[config.mk]
export PLATFORM = sky130hd
export DESIGN_NAME = fcvt_sched
export DESIGN_NICKNAME = d
export VERILOG_FILES = /design/src/rtl/fpu_pkg.sv /design/src/rtl/fcvt_resp_fifo.sv /design/src/rtl/fcvt_sched.sv
export SDC_FILE = /design/constraint.sdc
export NUM_CORES = 1
export LEC_CHECK = 0
export CAP_MARGIN = 20
export CORE_MARGIN = 4
export CORE_UTILIZATION = 43
export CTS_CLUSTER_SIZE = 24
export DETAILED_ROUTE_END_ITERATION = 16
export PLACE_DENSITY = 0.76
export SLEW_MARGIN = 10
export SYNTH_ARGS = -nofsm -noshare
export SYNTH_HDL_FRONTEND = slang
export SYNTH_HIERARCHICAL = 1
export SYNTH_SLANG_ARGS = --single-unit
[constraint.sdc]
create_clock -name clk -period 5.75 [get_ports clk]
set_input_delay 1.15 -clock clk [delete_from_list [all_inputs] [get_ports clk]]
set_output_delay 1.15 -clock clk [all_outputs]
set_load 0.02 [all_outputs]
[src/rtl/fpu_pkg.sv]
// Shared FPU definitions: conversion op encoding and the
// bookkeeping record that follows an operation through a converter.
package fpu_pkg;

    localparam logic OP_ITOF = 1'b0;
    localparam logic OP_FTOI = 1'b1;

    // Widest requester index and tag the tracking record can carry.
    localparam int ID_W  = 8;
    localparam int TAG_W = 16;

    typedef struct packed {
        logic             vld;
        logic [ID_W-1:0]  id;
        logic             op;
        logic [TAG_W-1:0] tag;
    } pipe_t;

endpackage

[src/rtl/fcvt_resp_fifo.sv]
// Per-requester response FIFO: circular buffer of DEPTH words,
// head word presented from registered storage.
module fcvt_resp_fifo #(
    parameter int DEPTH = 2,
    parameter int W     = 36
) (
    input  logic         clk,
    input  logic         rst,
    input  logic         push,
    input  logic [W-1:0] push_data,
    input  logic         pop,
    output logic [W-1:0] head,
    output logic         empty,
    output logic         full
);

    localparam int AW = (DEPTH > 1) ? $clog2(DEPTH) : 1;
    localparam int CW = $clog2(DEPTH + 1);

    logic [W-1:0]  mem [DEPTH];
    logic [AW-1:0] rd;
    logic [AW-1:0] wr;
    logic [CW-1:0] cnt;

    function automatic logic [AW-1:0] nxt(input logic [AW-1:0] p);
        return (p == AW'(DEPTH - 1)) ? '0 : p + 1'b1;
    endfunction

    // Storage, pointers and occupancy; push and pop may coincide.
    always_ff @(posedge clk) begin
        if (rst) begin
            rd  <= '0;
            wr  <= '0;
            cnt <= '0;
            for (int k = 0; k < DEPTH; k++) mem[k] <= '0;
        end else begin
            if (push) begin
                mem[wr] <= push_data;
                wr      <= nxt(wr);
            end
            if (pop) rd <= nxt(rd);
            if (push && !pop) cnt <= cnt + 1'b1;
            else if (!push && pop) cnt <= cnt - 1'b1;
        end
    end

    assign head  = mem[rd];
    assign empty = (cnt == '0);
    assign full  = (cnt == CW'(DEPTH));

endmodule

[src/rtl/fcvt_sched.sv]
// Shared int<->float converter scheduler: round-robin credit-based
// issue, latency-matched tracking pipe, per-requester response FIFOs.
module fcvt_sched
    import fpu_pkg::*;
#(
    parameter int N     = 2,
    parameter int LAT   = 1,
    parameter int TAGW  = 4,
    parameter int DEPTH = 2
) (
    input  logic                     clk,
    input  logic                     rst,
    input  logic [N-1:0]             req_valid,
    output logic [N-1:0]             req_ready,
    input  logic [N-1:0]             req_op,
    input  logic [N-1:0][31:0]       req_a,
    input  logic [N-1:0][TAGW-1:0]   req_tag,
    output logic [31:0]              itof_a,
    input  logic [31:0]              itof_c,
    output logic [31:0]              ftoi_a,
    input  logic [31:0]              ftoi_c,
    output logic [N-1:0]             resp_valid,
    input  logic [N-1:0]             resp_ready,
    output logic [N-1:0][31:0]       resp_data,
    output logic [N-1:0][TAGW-1:0]   resp_tag
);

    localparam int IW = $clog2(N);
    localparam int CW = $clog2(DEPTH + 1);
    localparam int FW = 32 + TAGW;

    logic [IW-1:0] ptr;
    logic [IW-1:0] gid;
    logic          gnt;
    logic [N-1:0]  elig;
    logic [N-1:0]  push;
    logic [N-1:0]  pop;
    logic [N-1:0]  full;
    logic [N-1:0]  empty;
    logic [CW-1:0] credit [N];
    logic [FW-1:0] head [N];
    pipe_t         pipe [LAT];
    pipe_t         last;
    logic [31:0]   res;

    // A requester may issue only while it still owns a free FIFO slot.
    always_comb begin
        elig = '0;
        for (int i = 0; i < N; i++)
            elig[i] = req_valid[i] && !full[i] &&
                      (credit[i] < CW'(DEPTH));
    end

    // Round-robin search starting at ptr; nothing is granted in reset.
    always_comb begin
        gnt = 1'b0;
        gid = '0;
        for (int k = 0; k < N; k++) begin
            if (!gnt && elig[(int'(ptr) + k) % N]) begin
                gnt = 1'b1;
                gid = IW'((int'(ptr) + k) % N);
            end
        end
        if (rst) gnt = 1'b0;
    end

    // Grant strobe and operand steering; idle operands are zero.
    always_comb begin
        req_ready = '0;
        itof_a    = '0;
        ftoi_a    = '0;
        if (gnt) begin
            req_ready[gid] = 1'b1;
            if (req_op[gid] == OP_FTOI) ftoi_a = req_a[gid];
            else                        itof_a = req_a[gid];
        end
    end

    // Round-robin pointer moves just past the last winner.
    always_ff @(posedge clk) begin
        if (rst) ptr <= '0;
        else if (gnt)
            ptr <= (gid == IW'(N - 1)) ? '0 : gid + 1'b1;
    end

    // Tracking pipe mirrors the converter latency.
    always_ff @(posedge clk) begin
        if (rst) begin
            for (int k = 0; k < LAT; k++) pipe[k] <= '0;
        end else begin
            pipe[0] <= '{vld: gnt,
                         id:  ID_W'(gid),
                         op:  req_op[gid],
                         tag: TAG_W'(req_tag[gid])};
            for (int k = 1; k < LAT; k++) pipe[k] <= pipe[k-1];
        end
    end

    assign last = pipe[LAT-1];
    assign res  = (last.op == OP_FTOI) ? ftoi_c : itof_c;

    // Route the completing result to its owner's FIFO.
    always_comb begin
        push = '0;
        for (int i = 0; i < N; i++)
            push[i] = last.vld && (last.id == ID_W'(i));
    end

    assign resp_valid = ~empty;
    assign pop        = resp_valid & resp_ready;

    // Credits count in-flight ops plus queued responses.
    always_ff @(posedge clk) begin
        for (int i = 0; i < N; i++) begin
            if (rst) credit[i] <= '0;
            else if (req_ready[i] && !pop[i]) credit[i] <= credit[i] + 1'b1;
            else if (!req_ready[i] && pop[i]) credit[i] <= credit[i] - 1'b1;
        end
    end

    for (genvar i = 0; i < N; i++) begin : g_fifo
        fcvt_resp_fifo #(
            .DEPTH (DEPTH),
            .W     (FW)
        ) u_fifo (
            .clk       (clk),
            .rst       (rst),
            .push      (push[i]),
            .push_data ({res, last.tag[TAGW-1:0]}),
            .pop       (pop[i]),
            .head      (head[i]),
            .empty     (empty[i]),
            .full      (full[i])
        );
        assign resp_data[i] = head[i][FW-1:TAGW];
        assign resp_tag[i]  = head[i][TAGW-1:0];
    end

endmodule

-- Word level (Yosys, flattened, before mapping)
Memory sizes are Yosys's and may differ from the RTL's. A register that Yosys moved wholly into a read port is not among the register bits.
Cells that the tools add are included.
- memory bits (writable): 155
- memories kept: 4
- flip-flop bits (word level): 9
- output and inout port bits: 140
- memory bits (read-only): 0
- latch bits: 0
- input bits: 144
- equality and inequality tests: 3
- $lt $le $gt $ge: 6
- add/sub/neg operators: 14
- muxes and demuxes: 72
- shift-type cells: 0
- divide/modulo/power cells: 0
- reduce and logical (&&, ||, !) cells: 33
- multipliers: 0
- bitwise gates (word level): 7
- memories (name ; words ; width ; rd ports ; clocked after memory_dff ; write ports ; RTL line ; source):
    g_fifo[0].u_fifo.mem ; 2 ; 36 ; 1 ; 1 ; 2 ; fcvt_resp_fifo.sv:20 ; logic [W-1:0] mem [DEPTH];
    g_fifo[1].u_fifo.mem ; 2 ; 36 ; 1 ; 1 ; 2 ; fcvt_resp_fifo.sv:20 ;
    pipe ; 1 ; 7 ; 1 ; 0 ; 1 ; fcvt_sched.sv:42 ; pipe_t pipe [LAT];
    credit ; 2 ; 2 ; 2 ; 0 ; 2 ; fcvt_sched.sv:40 ; logic [CW-1:0] credit [N];
- operators by type and width (cell ; number):
    $mux W32 ; 7
    $mux W36 ; 2
    $reduce_or A36 Y1 ; 2
    $mux W1 ; 50
    $mux W2 ; 9
    $logic_and A1 B1 Y1 ; 16
    $logic_not A1 Y1 ; 9
    $add A2 B1 Y2 const B ; 4
    $eq A8 B1 Y1 const B ; 1
    $logic_not A8 Y1 ; 1
    $mux W4 ; 2
    $sub A2 B1 Y2 const B ; 4
    $mux W7 ; 1
    $reduce_or A7 Y1 ; 1
    $add A1 B1 Y1 const B ; 6
    $eq A2 B2 Y1 const B ; 2
    $logic_not A2 Y1 ; 2
    $lt A1 B2 Y1 const B ; 2
    $lt A2 B2 Y1 const B ; 2
    $or A1 B1 Y1 ; 4
    $reduce_bool A2 Y1 ; 2
    $lt A2 B3 Y1 const B ; 1
    $and A2 B2 Y2 ; 1
    $not A2 Y2 ; 1
    3 further kinds ; 3

-- Longest topological paths before layout
- depth after elaboration: 22
- mapped depth: 8

-- Modules after synthesis
Netlist, hierarchy kept.
- modules (own cells, without submodules) (module ; area an instance (sq um) ; instances ; seq. area each (sq um) ; cells an instance):
    fcvt_resp_fifo ; 3367.0 ; 2 ; 2262.2 ; 255
    fcvt_sched ; 2214.6 ; 1 ; 280.3 ; 268

-- Worst setup path before layout
No wires, ideal clock.
- path kind: input to output
- start: input req_valid[1]
- end: output ftoi_a[11]
- stages on the path: 5
- slack: 1934 ps
- arrival time: 2666 ps
- buffers on the path: 2
- cell sequence: nor3b_1 -> buf_2 -> buf_2 -> nand3_1 -> a221oi_1
- longest elaborated chain between the ends: 12
- ends and longest elaborated chain (element ; RTL line ; source):
    from (decl) ; fcvt_sched.sv:13 ; input logic [N-1:0] req_valid,
    $logic_and A1 B1 Y1 * (2 in a row) ; fcvt_sched.sv:50 ; elig[i] = req_valid[i] && !full[i] &&
    $mux W1 (implied by the code) (2 in a row) ; fcvt_sched.sv:59 ; if (!gnt && elig[(int'(ptr) + k) % N]) begin
    $mux W1 ; fcvt_sched.sv:59 ;
    $logic_not A1 Y1 ; fcvt_sched.sv:59 ;
    $logic_and A1 B1 Y1 ; fcvt_sched.sv:59 ;
    $mux W1 ; fcvt_sched.sv:59 ;
    $mux W32 (implied by the code) / $mux W1 (equally long branches) (2 in a row) ; fcvt_sched.sv:74 ; if (req_op[gid] == OP_FTOI) ftoi_a = req_a[gid];
    $mux W32 ; fcvt_sched.sv:74 ;
    $mux W32 * ; fcvt_sched.sv:72 ; if (gnt) begin
    to (decl) ; fcvt_sched.sv:20 ; output logic [31:0] ftoi_a,
Every way passes the cells marked *; elsewhere a longest branch is shown, timed or not. The select of a mux whose other input is x is not followed.

-- Worst setup path after layout
- start: input req_valid[1]
- end: output ftoi_a[19]
The elaborated chain is that of the path after synthesis.

==> out/results.ini <==
[setup_path]
critical_path_arrival_ps = 3880
crit_required_ps = 4600
critPathKind = in -> out
r2r-start = pipe[0][6]$_SDFF_PP0_
cp-start-kind = primary input
cp-startpoint = req_valid[1]
cp_max_fo = 18
end_kind = output pin

[grt]
grt_pass1_vias = 7193
grt_pass1_wl_mm = 39.8
grt_max_degree = 98
grt_remaining_overflow = 0
antenna_found_initial = 0
grt_use_total = 0.214

[sta]
hold_viol = 0
finClkSkew_ps = 5.29
timing.fmax_mhz = 199
rsz0062_at_grt = false
worst-slew-pin-transition_ps = 995
setup_viol = 0
finalMaxSlewViolations = 0
fin_tns_setup_ps = 0
fin_crit_sh = 0.874
period_needed_ps = 5030
relSlewSlack = 0.337

[clocking]
insertion_delay_ps = 420
numCtsBuffers = 17
htree_levels = 4
cts_hold_buf = 0
post_cts_buffers = 0
cts_tree = yes
cts_buffer_depth = 2
cts_root_buf = clkbuf_16
clock_sinks = 166
path_clk_slew_ps = 60
cts_resized = 0

[power]
p_per_area_nw_per_um2 = 379
vdd_drop_max_uv = 207
p_leak_nw = 4.24

[routing]
ant_nets = 0
route.detailed.drc = 0
routed_wl_mm = 25.7
dr_total_vias = 7211
via_per_inst = 5.52
dr.pass1.iters = 5
dr.first_iter.drc_count = 491
wl_per_cell_um = 19.6

[synth]
yosysTopAreaCellShare = 0.497
netlist_instances = 778
yosys_warnings = 6
synth_async_sr_flop_share = 0
ys_ff_latch = 166
synth_top_area_cell = edfxtp_1
ys_top_cells_by_area = edfxtp_1, mux2_2, nor2_1
syn_nets = 924
syn-cell-area_um2 = 8950
synth_edf_count = 148
synth_cell_types = 41
synth_seq_area_share = 0.537
avgSynthCellArea_um2 = 11.5
synth-main-ff-cell = edfxtp_1

[placement]
hpwl_mm = 17.5
gp_congestion = 0.845
portBuffers = 283
dpl_cell_area_um2 = 11800

[die]
design.core.area_um2 = 20400
dieArea_um2 = 23200
die_w_um = 152
ios = 284
dieHeight_um = 152
row_count = 52
start_util = 0.439

[worst_hold_path]
hold_path_class = reg -> reg
hold_path_startpoint = g_fifo[1].u_fifo/wr$_SDFFE_PP0P_

[flow_run]
cap_violations = 0

[final_layout]
postLayoutCellArea_um2 = 12400
fillers = 1627
area_growth_pct = 38.4
num-nets-final = 1170
drive_above_1_share = 0.185
antennaDiodeCount = 0

[status]
status = finished, final reports clean

==> power breakdown <==
group / switching, mW / internal, mW
logic: 1.10 / 0.905
clock network: 0.448 / 0.592
registers: 0.144 / 1.50
total: 1.69 / 3.00
==> per-layer routing <==
metal | global-route usage | vias up | wire length, µm
met5 | 0 | - | 0
met4 | 0.0668 | 0 | 561
met3 | 0.0585 | 41 | 2290
met2 | 0.367 | 354 | 12900
met1 | 0.264 | 3493 | 9910
li1 | - | 3323 | -
==> cell families after synthesis <==
family	Yosys count	synth area share
compound gates	121	0.108
xor+xnor	8	0.00783
fa+ha+maj	2	0.00280
buf+inv	76	0.0477
flops	166	0.537
mux	104	0.131
simple gates	301	0.166
==> cells in the mapped netlist (2+ instances only) <==
master and instances:
dfxtp_1 18, edfxtp_1 148, a21oi_1 12, a22oi_2 29, and2b_2 2, xnor2_1 2
nand3_1 40, or3b_4 2, nor2_1 153, clkbuf_8 2, nand3b_1 2, a211oi_1 2
buf_2 21, nand2b_1 82, nor3b_1 2, ha_1 2, xor2_1 6, a22oi_1 3
buf_6 11, inv_1 6, nor3_1 4, a211o_1 2, or3_1 2, a221oi_1 32
clkbuf_1 29, buf_1 3, buf_4 2, nand4_1 2, o21ai_0 41, nand2_1 2
mux2_2 104
==> flip-flops by register name (all words and copies together) (netlist names), named ones only <==
signal	count
ptr	1
credit	4
g_fifo.u_fifo/wr	2
pipe	7
g_fifo.u_fifo/rd	2
g_fifo.u_fifo/mem	144
g_fifo.u_fifo/cnt	4
==> critical path, stage by stage <==
cell	delay, ps
clkdlybuf4s50_1	510
nor3b_2	210
nand3_1	560
buf_4	410
a221oi_1	330
clkdlybuf4s50_1	690
==> worst paths after layout <==
kind                                                            endpoint  slack, ps  depth (start not counted)
worst max-delay path                                          ftoi_a[19]        720                          6
worst min-delay path                    g_fifo[1].u_fifo/wr$_SDFFE_PP0P_        480                          2
worst max register to register  g_fifo[0].u_fifo/mem[0][3]$_SDFFCE_PN0P_       3190                          3
worst min register to register          g_fifo[1].u_fifo/wr$_SDFFE_PP0P_        480                          2
==> final cells by class <==
type | instances | area (µm²) | share of cell area
Inverter | 6 | 22.5 | 0.00182
Clock inverter | 13 | 109 | 0.00879
Clock buffer | 19 | 433 | 0.0350
Timing Repair Buffer | 297 | 2930 | 0.237
Tap cell | 270 | 338 | 0.0273
Sequential cell | 166 | 4810 | 0.388
Multi-Input combinational cell | 536 | 3740 | 0.302
==> per-stage QoR <==
step / setup WS (ps) / total power, mW / std cells / utilization / hold slack, ps
global route: 616 / 4.92 / 1307 / 0.608 / 503
detailed placement: 785 / 3.68 / 1275 / 0.582 / 469
CTS: 757 / 4.72 / 1307 / 0.608 / 480
floorplan: 1930 / 2.87 / 778 / - / 458
finish: 723 / 4.69 / 1307 / 0.608 / 483
global placement: 786 / 3.67 / 1275 / 0.582 / 467
==> layout by cell type, fill, tap and decap left out, types with 3 or more instances in the layout <==
cell,instances
a21oi_1,12
a221oi_1,32
a22oi_1,3
a22oi_2,29
buf_4,16
clkbuf_16,17
clkdlybuf4s50_1,281
clkinv_2,4
clkinvlp_4,5
dfxtp_1,16
edfxtp_1,148
inv_1,6
mux2_2,104
nand2b_1,77
nand2b_2,5
nand3_1,40
nor2_1,153
nor3_1,4
o21ai_0,41
xor2_1,6
(Power assumes the default switching activity.)
